===== config.mk =====
export PLATFORM = sky130hd
export DESIGN_NAME = led_fade_scheduler
export DESIGN_NICKNAME = d
export VERILOG_FILES = /design/src/rtl/led_fade_scheduler.sv
export SDC_FILE = /design/constraint.sdc
export NUM_CORES = 1
export LEC_CHECK = 0
export ABC_AREA = 1
export CORE_UTILIZATION = 35
export CTS_CLUSTER_SIZE = 14
export DETAILED_ROUTE_END_ITERATION = 10
export PLACE_DENSITY_LB_ADDON = 0.2
export RECOVER_POWER = 25
export SKIP_CTS_REPAIR_TIMING = 1
export SYNTH_ARGS = -nofsm -noshare
export SYNTH_HDL_FRONTEND = slang
export SYNTH_SLANG_ARGS = --single-unit

===== constraint.sdc =====
create_clock -name clk -period 2.6 [get_ports clk]
set_clock_uncertainty 0.1 [all_clocks]
set_input_delay 0.39 -clock clk [delete_from_list [all_inputs] [get_ports clk]]
set_output_delay 0.39 -clock clk [all_outputs]
set_load 0.02 [all_outputs]

===== src/rtl/led_fade_scheduler.sv =====
`default_nettype none
// ============================================================================
// led_fade_scheduler: NUM_CH breathing-LED channels sharing one step prescaler.
// Optional macro LED_FADE_GAMMA_EN squares intensity for the PWM level. Rev 1.0
// ============================================================================
module led_fade_scheduler #(
  parameter int NUM_CH     = 4,
  parameter int WIDTH      = 3,
  parameter int TICK_DIV   = 50000000,
  parameter int HOLD_STEPS = 2
) (
  input  logic              clk,
  input  logic              rst_n,
  input  logic [NUM_CH-1:0] start,
  input  logic [NUM_CH-1:0] stop,
  output logic [NUM_CH-1:0] led,
  output logic [NUM_CH-1:0] busy,
  output logic              tick
);

  localparam int CNT_W  = (TICK_DIV > 1) ? $clog2(TICK_DIV) : 1;
  localparam int HOLD_W = (HOLD_STEPS > 1) ? $clog2(HOLD_STEPS) : 1;
  localparam logic [WIDTH-1:0]  c_max       = '1;
  localparam logic [CNT_W-1:0]  c_tick_last = CNT_W'(TICK_DIV - 1);
  localparam logic [HOLD_W-1:0] c_hold_last = HOLD_W'(HOLD_STEPS - 1);

  typedef enum logic [2:0] {
    IDLE      = 3'd0,
    UP        = 3'd1,
    HIGH_HOLD = 3'd2,
    DOWN      = 3'd3,
    LOW_HOLD  = 3'd4
  } state_t;

  logic [CNT_W-1:0] r_presc;
  logic             r_tick;

  always_ff @(posedge clk or negedge rst_n) begin
    if (!rst_n) begin
      r_presc <= '0;
      r_tick  <= 1'b0;
    end else begin
      r_tick  <= (r_presc == c_tick_last);
      r_presc <= (r_presc == c_tick_last) ? '0 : r_presc + CNT_W'(1);
    end
  end

  assign tick = r_tick;

  for (genvar g = 0; g < NUM_CH; g++) begin : g_ch
    state_t            r_state, w_state_nxt;
    logic [WIDTH-1:0]  r_int, w_int_nxt, r_acc, w_level;
    logic [HOLD_W-1:0] r_hold, w_hold_nxt;
    logic              r_pend, w_pend_nxt, w_pend_eff;
    logic              r_led, r_busy;
    logic [WIDTH:0]    w_sum;

`ifdef LED_FADE_GAMMA_EN
    logic [2*WIDTH-1:0] w_sq;
    assign w_sq    = {{WIDTH{1'b0}}, r_int} * {{WIDTH{1'b0}}, r_int};
    assign w_level = WIDTH'(w_sq >> WIDTH);
`else
    assign w_level = r_int;
`endif

    // First-order sigma-delta: the carry out of acc + level is the LED bit.
    assign w_sum = {1'b0, r_acc} + {1'b0, w_level};

    always_comb begin
      w_state_nxt = r_state;
      w_int_nxt   = r_int;
      w_hold_nxt  = r_hold;
      // A stop seen on a tick cycle must act on that same tick.
      w_pend_eff  = r_pend | stop[g];
      w_pend_nxt  = (r_state == IDLE) ? 1'b0 : w_pend_eff;
      case (r_state)
        IDLE: begin
          if (start[g] && !stop[g]) begin
            w_state_nxt = UP;
            w_int_nxt   = '0;
          end
        end
        UP: begin
          if (r_tick) begin
            if (w_pend_eff) begin
              w_state_nxt = DOWN;
            end else if (r_int == c_max) begin
              w_state_nxt = HIGH_HOLD;
              w_hold_nxt  = '0;
            end else begin
              w_int_nxt = r_int + WIDTH'(1);
            end
          end
        end
        HIGH_HOLD: begin
          if (r_tick) begin
            if (w_pend_eff || (r_hold == c_hold_last)) begin
              w_state_nxt = DOWN;
            end else begin
              w_hold_nxt = r_hold + HOLD_W'(1);
            end
          end
        end
        DOWN: begin
          if (r_tick) begin
            if (r_int == '0) begin
              if (w_pend_eff) begin
                w_state_nxt = IDLE;
              end else begin
                w_state_nxt = LOW_HOLD;
                w_hold_nxt  = '0;
              end
            end else begin
              w_int_nxt = r_int - WIDTH'(1);
            end
          end
        end
        LOW_HOLD: begin
          if (r_tick) begin
            if (r_hold == c_hold_last) begin
              w_state_nxt = w_pend_eff ? IDLE : UP;
            end else begin
              w_hold_nxt = r_hold + HOLD_W'(1);
            end
          end
        end
        default: w_state_nxt = IDLE;
      endcase
      if (w_state_nxt == IDLE) w_pend_nxt = 1'b0;
    end

    always_ff @(posedge clk or negedge rst_n) begin
      if (!rst_n) begin
        r_state <= IDLE;
        r_int   <= '0;
        r_hold  <= '0;
        r_pend  <= 1'b0;
        r_acc   <= '0;
        r_led   <= 1'b0;
        r_busy  <= 1'b0;
      end else begin
        r_state <= w_state_nxt;
        r_int   <= w_int_nxt;
        r_hold  <= w_hold_nxt;
        r_pend  <= w_pend_nxt;
        r_busy  <= (w_state_nxt != IDLE);
        if (r_state == IDLE) begin
          r_acc <= '0;
          r_led <= 1'b0;
        end else begin
          r_acc <= w_sum[WIDTH-1:0];
          r_led <= w_sum[WIDTH];
        end
      end
    end

    assign led[g]  = r_led;
    assign busy[g] = r_busy;
  end

endmodule
`default_nettype wire


==> flow_summary.yaml, run 1 <==
logic_synthesis:
  synth_top_family_by_area: "simple AND/OR/NAND/NOR gates"
  synth_fa_ha_area_share_pct: 6.43
  ys_types: 35
  yosysSeqAreaShare_pct: 39.4
  synth_area_per_cell_sq_um: 7.29
  yosys.area.top_type: "dfrtp_1"
  synth.area.top_cells: "dfrtp_1 39%, nand2_1 14%, nor2_1 8.4%"
  yosysWarnings: 0
  synth_compound_area_share_pct: 5.03
  postSynthCellCount: 689
  synth_top_area_share_pct: 39.4
  synth_nets: 720
  synthMuxAreaShare_pct: 0
  mappedNetlistArea_sq_um: 5020
  synth_xor_area_share_pct: 4.36
  synthSimpleGateAreaFrac_pct: 35.7
  synth_seq_cells: 79
timing:
  period_share_pct: 84.4
  worst_slew_pin_slew_ns: 0.994
  rsz0062_at_grt: "no"
  hold_ws_ns: 0.402
  drv_slew: 0
  fmax_mhz: 456
  period_needed_ns: 2.19
  fin_setup_tns_ns: 0
  final_hold_viol_count: 0
  setup_viol: 0
  relSlewSlack_pct: 33.7
worst_setup_path:
  reg2reg_slack_ns: 0.66
  startpoint: "tick"
  cp_data_required_time_ns: 2.11
  crit_path_max_fanout: 14
  path_class: "flip-flop to primary output"
  crit_family: "buffers and inverters"
  crit_path_end_kind: "primary output"
  crit_buf_inv: 1
  max_stage_delay_ns: 0.71
  reg2reg_from: "g_ch[1].r_state[2]"
  reg2reg_depth: 9
  start_kind: "flip-flop"
  cp_slowest_cell: "clkdlybuf4s50_1"
  r2r_end: "g_ch[1].r_int[2]"
  crit_arrival_ns: 1.70
  path_cells: "clkdlybuf4s50_1"
global_route:
  gr-usage-all-layers_pct: 16.2
  grt_pass1_vias: 4299
  antenna_found_initial: 0
  grt_first_pass_wirelength_um: 19100
  overflow: 0
  grt_max_degree: 40
route:
  wl_um: 10600
  vias_per_cell: 4.71
  drt_iter0_drc: 245
  dr.pass1.iters: 5
  vias: 4227
  ant_nets: 0
  drc: 0
  routedWlPerCell_um: 11.8
finish:
  area_growth_pct: 13.1
  final_cells: 897
  nFillCells: 1450
  seqCellArea_sq_um: 1980
  multi_input_area_sq_um: 2580
  layout_commonest_cell: "nand2_1"
  drive_gt1_share_pct: 8.51
  fin_nets: 743
  num_antenna_cells: 0
  final_cell_mix: "188 x nand2_1, 113 x nor2_1, 91 x inv_1, 79 x dfrtp_1, 44 x nand3_1"
clocking:
  cts_htree_levels: 3
  cts_buffers: 9
  cts_root_buffer: "clkbuf_16"
  cts.sinks: 79
  cts_tree: "yes"
  insertion_delay_ns: 0.34
  clockBufferDepth: 2
  clkTransAtPathRegs_ns: 0.06
floorplan:
  die_area_sq_um: 14800
  dieHeight_um: 122
  die-width_um: 122
  ios: 19
  initial_core_util_pct: 36.0
  rows: 43
  coreArea_sq_um: 13900
power_and_ir_drop:
  power_density_nw_per_um2: 458
  vdd_ir_drop_max_uv: 267
  p_leak_nw: 2.83
place:
  dp_hpwl_um: 8240
  gp_congestion: 0.883
  port_buffers: 18
  dp_cells: 880
run_status:
  status: "finished clean"
job:
  drv_cap: 0
min_path:
  whs_path_depth: 1
  hold_path_startpoint: "r_presc[4]"
  whs_endpoint: "r_presc[4]"
  hold_path_class: "flip-flop to flip-flop"
-- stage by stage --
stage               power, mW  instance area, sq um  utilization, %  setup slack (ns)
floorplan                1.26                  5020               -             0.803
global placement         1.30                  5370            38.5             0.514
detailed placement       1.30                  5370            38.5             0.532
CTS                      2.64                  5680            40.8             0.365
global route             2.69                  5680            40.8             0.342
finish                   2.60                  5680            40.8             0.406
-- per-layer routing --
layer,vias up,GRT usage [%],wire length [um]
met5,-,0,0
met4,0,7.10,206
met3,16,2.67,295
met2,61,27.8,5210
met1,1963,19.9,4890
li1,2187,-,-
-- area by class of cell --
class                      count  share of cell area [%]
clock buffer                  14                    4.82
clock inverter                 2                   0.661
inverter                      99                    6.54
multi-input combinational    500                    45.5
sequential                    79                    34.8
tap                          180                    3.97
timing repair buffer          23                    3.72
-- Yosys cell counts --
master and n:
o21ai_1 8, inv_1 91, o21ai_0 12, or3_1 1, xnor2_1 12, and3_1 1, fa_1 8, o22ai_1 1
nand2_1 188, a22oi_1 1, or2_2 3, nor2_1 112, nand2_4 1, xor2_1 13, ha_1 13, nor3_1 4
nand3b_1 2, o21a_1 1, or2_1 1, dfrtp_1 79, o21bai_1 1, nand2_2 7, buf_6 1, inv_2 8
nor2_2 11, nor3_4 1, nor2_4 3, buf_2 1, nand4_1 18, a21oi_1 23, nand3_1 44, nor3_2 6
buf_4 9, o21ai_2 1, nand3_2 3
-- cells by family after synthesis --
family	count (synthesis)
buffers and inverters	110
AOI/OAI and AO/OA	48
DFF	79
xor gates and xnor gates	25
adders and majority gates	21
and+or+nand+nor	406
-- sequential cells by signal (all words and copies together) (netlist names) --
register      cells
g_ch.r_pend       4
r_presc          26
g_ch.r_led        4
g_ch.r_state     12
tick              1
g_ch.r_acc       12
g_ch.r_hold       4
g_ch.r_int       12
g_ch.r_busy       4
-- power breakdown --
| part | internal, mW | leakage [nW] | switching, mW | total, mW |
|---|---|---|---|---|
| registers | 1.23 | 1.02 | 0.000000000000000124 | 1.23 |
| clock network | 0.823 | 0.149 | 0.501 | 1.32 |
| logic | 0.0155 | 1.67 | 0.0303 | 0.0458 |
| total | 2.07 | 2.83 | 0.531 | 2.60 |
-- worst max path at each step --
stage | to | slack, ns | cells past startpoint
final | tick | 0.41 | 1
after detailed placement | g_ch[1].r_pend | 0.53 | 7
after floorplan | g_ch[1].r_int[2] | 0.80 | 9
after global placement | g_ch[1].r_int[2] | 0.51 | 7
after CTS | tick | 0.37 | 1
after global routing | tick | 0.34 | 1
(Power assumes the default switching activity.)
==> run 2: changes to the inputs <==
==> constraint.sdc (replaced) <==
create_clock -name clk -period 1.8 [get_ports clk]
set_clock_uncertainty 0.1 [all_clocks]
set_input_delay 0.27 -clock clk [delete_from_list [all_inputs] [get_ports clk]]
set_output_delay 0.27 -clock clk [all_outputs]
set_load 0.02 [all_outputs]
==> flow_summary.yaml, run 2 (same netlist as run 1, synthesis figures left out) <==
run_status:
  status: "finished clean"
power_and_ir_drop:
  p_switching_mw: 0.765
  power_switching_share_pct: 20.6
  p_int_mw: 2.94
  clkPwrFrac_pct: 50.2
  p_seq_share_pct: 48.0
  pwr-share-comb_pct: 1.8
  p_leak_nw: 3.04
  vdd_ir_drop_max_uv: 363
  power_density_nw_per_um2: 618
timing:
  fmax_mhz: 576
  period_needed_ns: 1.74
  period_share_pct: 96.4
  setup_viol: 0
  rsz0062_at_grt: "yes"
  drv_slew: 0
  fin_setup_tns_ns: 0
  final_hold_viol_count: 0
  relSlewSlack_pct: 59.7
  setup_slack_ns: 0.0647
  worst_slew_pin_slew_ns: 0.604
floorplan:
  initial_core_util_pct: 36.0
  rows: 43
  ios: 19
  die_area_sq_um: 14800
  die-width_um: 122
  dieHeight_um: 122
  coreArea_sq_um: 13900
worst_setup_path:
  crit_path_end_kind: "flip-flop"
  crit_buf_inv: 2
  crit_family: "flip-flops"
  cp_data_required_time_ns: 1.99
  crit_path_max_fanout: 3
  crit_top_cell: "inv_2"
  max_stage_delay_ns: 0.39
  path_class: "flip-flop to flip-flop"
  cp.depth: 9
  start_kind: "flip-flop"
  crit_arrival_ns: 1.92
  cp_slowest_cell: "dfrtp_1"
  path_cells: "inv_2, nand2_4, nor2_4, inv_2, fa_2, xnor2_2, xor2_1, nand4_1, nand2_1"
  reg2reg_depth: 9
finish:
  fin_nets: 777
  drive_gt1_share_pct: 14.7
  largest_reg_flops: 26
  top_register: "r_presc"
  area_growth_pct: 19.3
  layout_commonest_cell: "nand2_1"
  nFillCells: 1398
  final_cell_mix: "186 x nand2_1, 111 x nor2_1, 89 x inv_1, 77 x dfrtp_1, 44 x nand3_1"
  num_antenna_cells: 0
clocking:
  clockBufferDepth: 2
  cts.sinks: 79
  cts_buffers: 9
  cts_htree_levels: 3
  clkTransAtPathRegs_ns: 0.06
  cts_root_buffer: "clkbuf_16"
  cts_tree: "yes"
  insertion_delay_ns: 0.35
global_route:
  antenna_found_initial: 0
  grt_pass1_vias: 4305
  grt_max_degree: 30
  grt_first_pass_wirelength_um: 19400
  gr-usage-all-layers_pct: 16.9
  overflow: 0
job:
  drv_cap: 0
route:
  routedWlPerCell_um: 12.0
  vias_per_cell: 4.68
  drt_iter0_drc: 257
  ant_nets: 0
  dr.pass1.iters: 4
  vias: 4350
  drc: 0
  wl_um: 11200
place:
  place_ws_ns: -0.0535
  gp_congestion: 0.863
  dp_hpwl_um: 8540
  port_buffers: 18
min_path:
  hold_path_class: "input pin to async pin"
## run 2: layout make-up
| cell class | count | area [sq um] | share of cell area (%) |
|---|---|---|---|
| Sequential cell | 79 | 1980 | 33.0 |
| Inverter | 99 | 372 | 6.20 |
| Tap cell | 180 | 225 | 3.76 |
| Clock inverter | 3 | 42.5 | 0.710 |
| Multi-Input combinational cell | 500 | 2640 | 44.1 |
| Clock buffer | 12 | 256 | 4.28 |
| Timing Repair Buffer | 57 | 473 | 7.89 |
## run 2: per-stage QoR
stage	total power [mW]	std cells	hold WS (ns)	cell area [sq um]	utilization, %
2_1_floorplan	1.81	689	-0.126	5020	-
3_3_place_gp	1.89	911	0.108	5630	40.4
3_5_place_dp	1.89	911	0.108	5630	40.4
4_1_cts	3.79	926	-0.272	5930	42.5
5_1_grt	3.88	930	0.430	5990	43.0
6_report	3.70	930	0.363	5990	43.0
## run 2: power by group through the flow
| stage | Clock (mW) | Sequential (mW) | Combinational, mW |
|---|---|---|---|
| floorplan | 0 | 1.81 | 0.00484 |
| global placement | 0 | 1.81 | 0.0784 |
| detailed placement | 0 | 1.81 | 0.0793 |
| CTS | 1.94 | 1.78 | 0.0793 |
| global route | 2.03 | 1.77 | 0.0813 |
| finish | 1.86 | 1.78 | 0.0682 |
## run 2: path summary, 6_finish.rpt
kind                            slack [ns]               start          endpoint
max in group asynchronous             0.34               rst_n       r_presc[23]
worst min register to register        0.41          r_presc[0]        r_presc[0]
worst max-delay path                  0.06  g_ch[1].r_state[2]  g_ch[1].r_int[2]
worst max register to register        0.06  g_ch[1].r_state[2]  g_ch[1].r_int[2]
min in group clk                      0.41          r_presc[0]        r_presc[0]
worst min-delay path                  0.36               rst_n  g_ch[1].r_acc[1]
## run 2: routing by layer
metal	global-route usage (%)	share of wire [%]	vias up
met2	27.2	48	57
met4	6.87	1.5	0
li1	-	-	2256
met1	21.6	48	2024
met5	0	0	-
met3	4.03	3.0	13
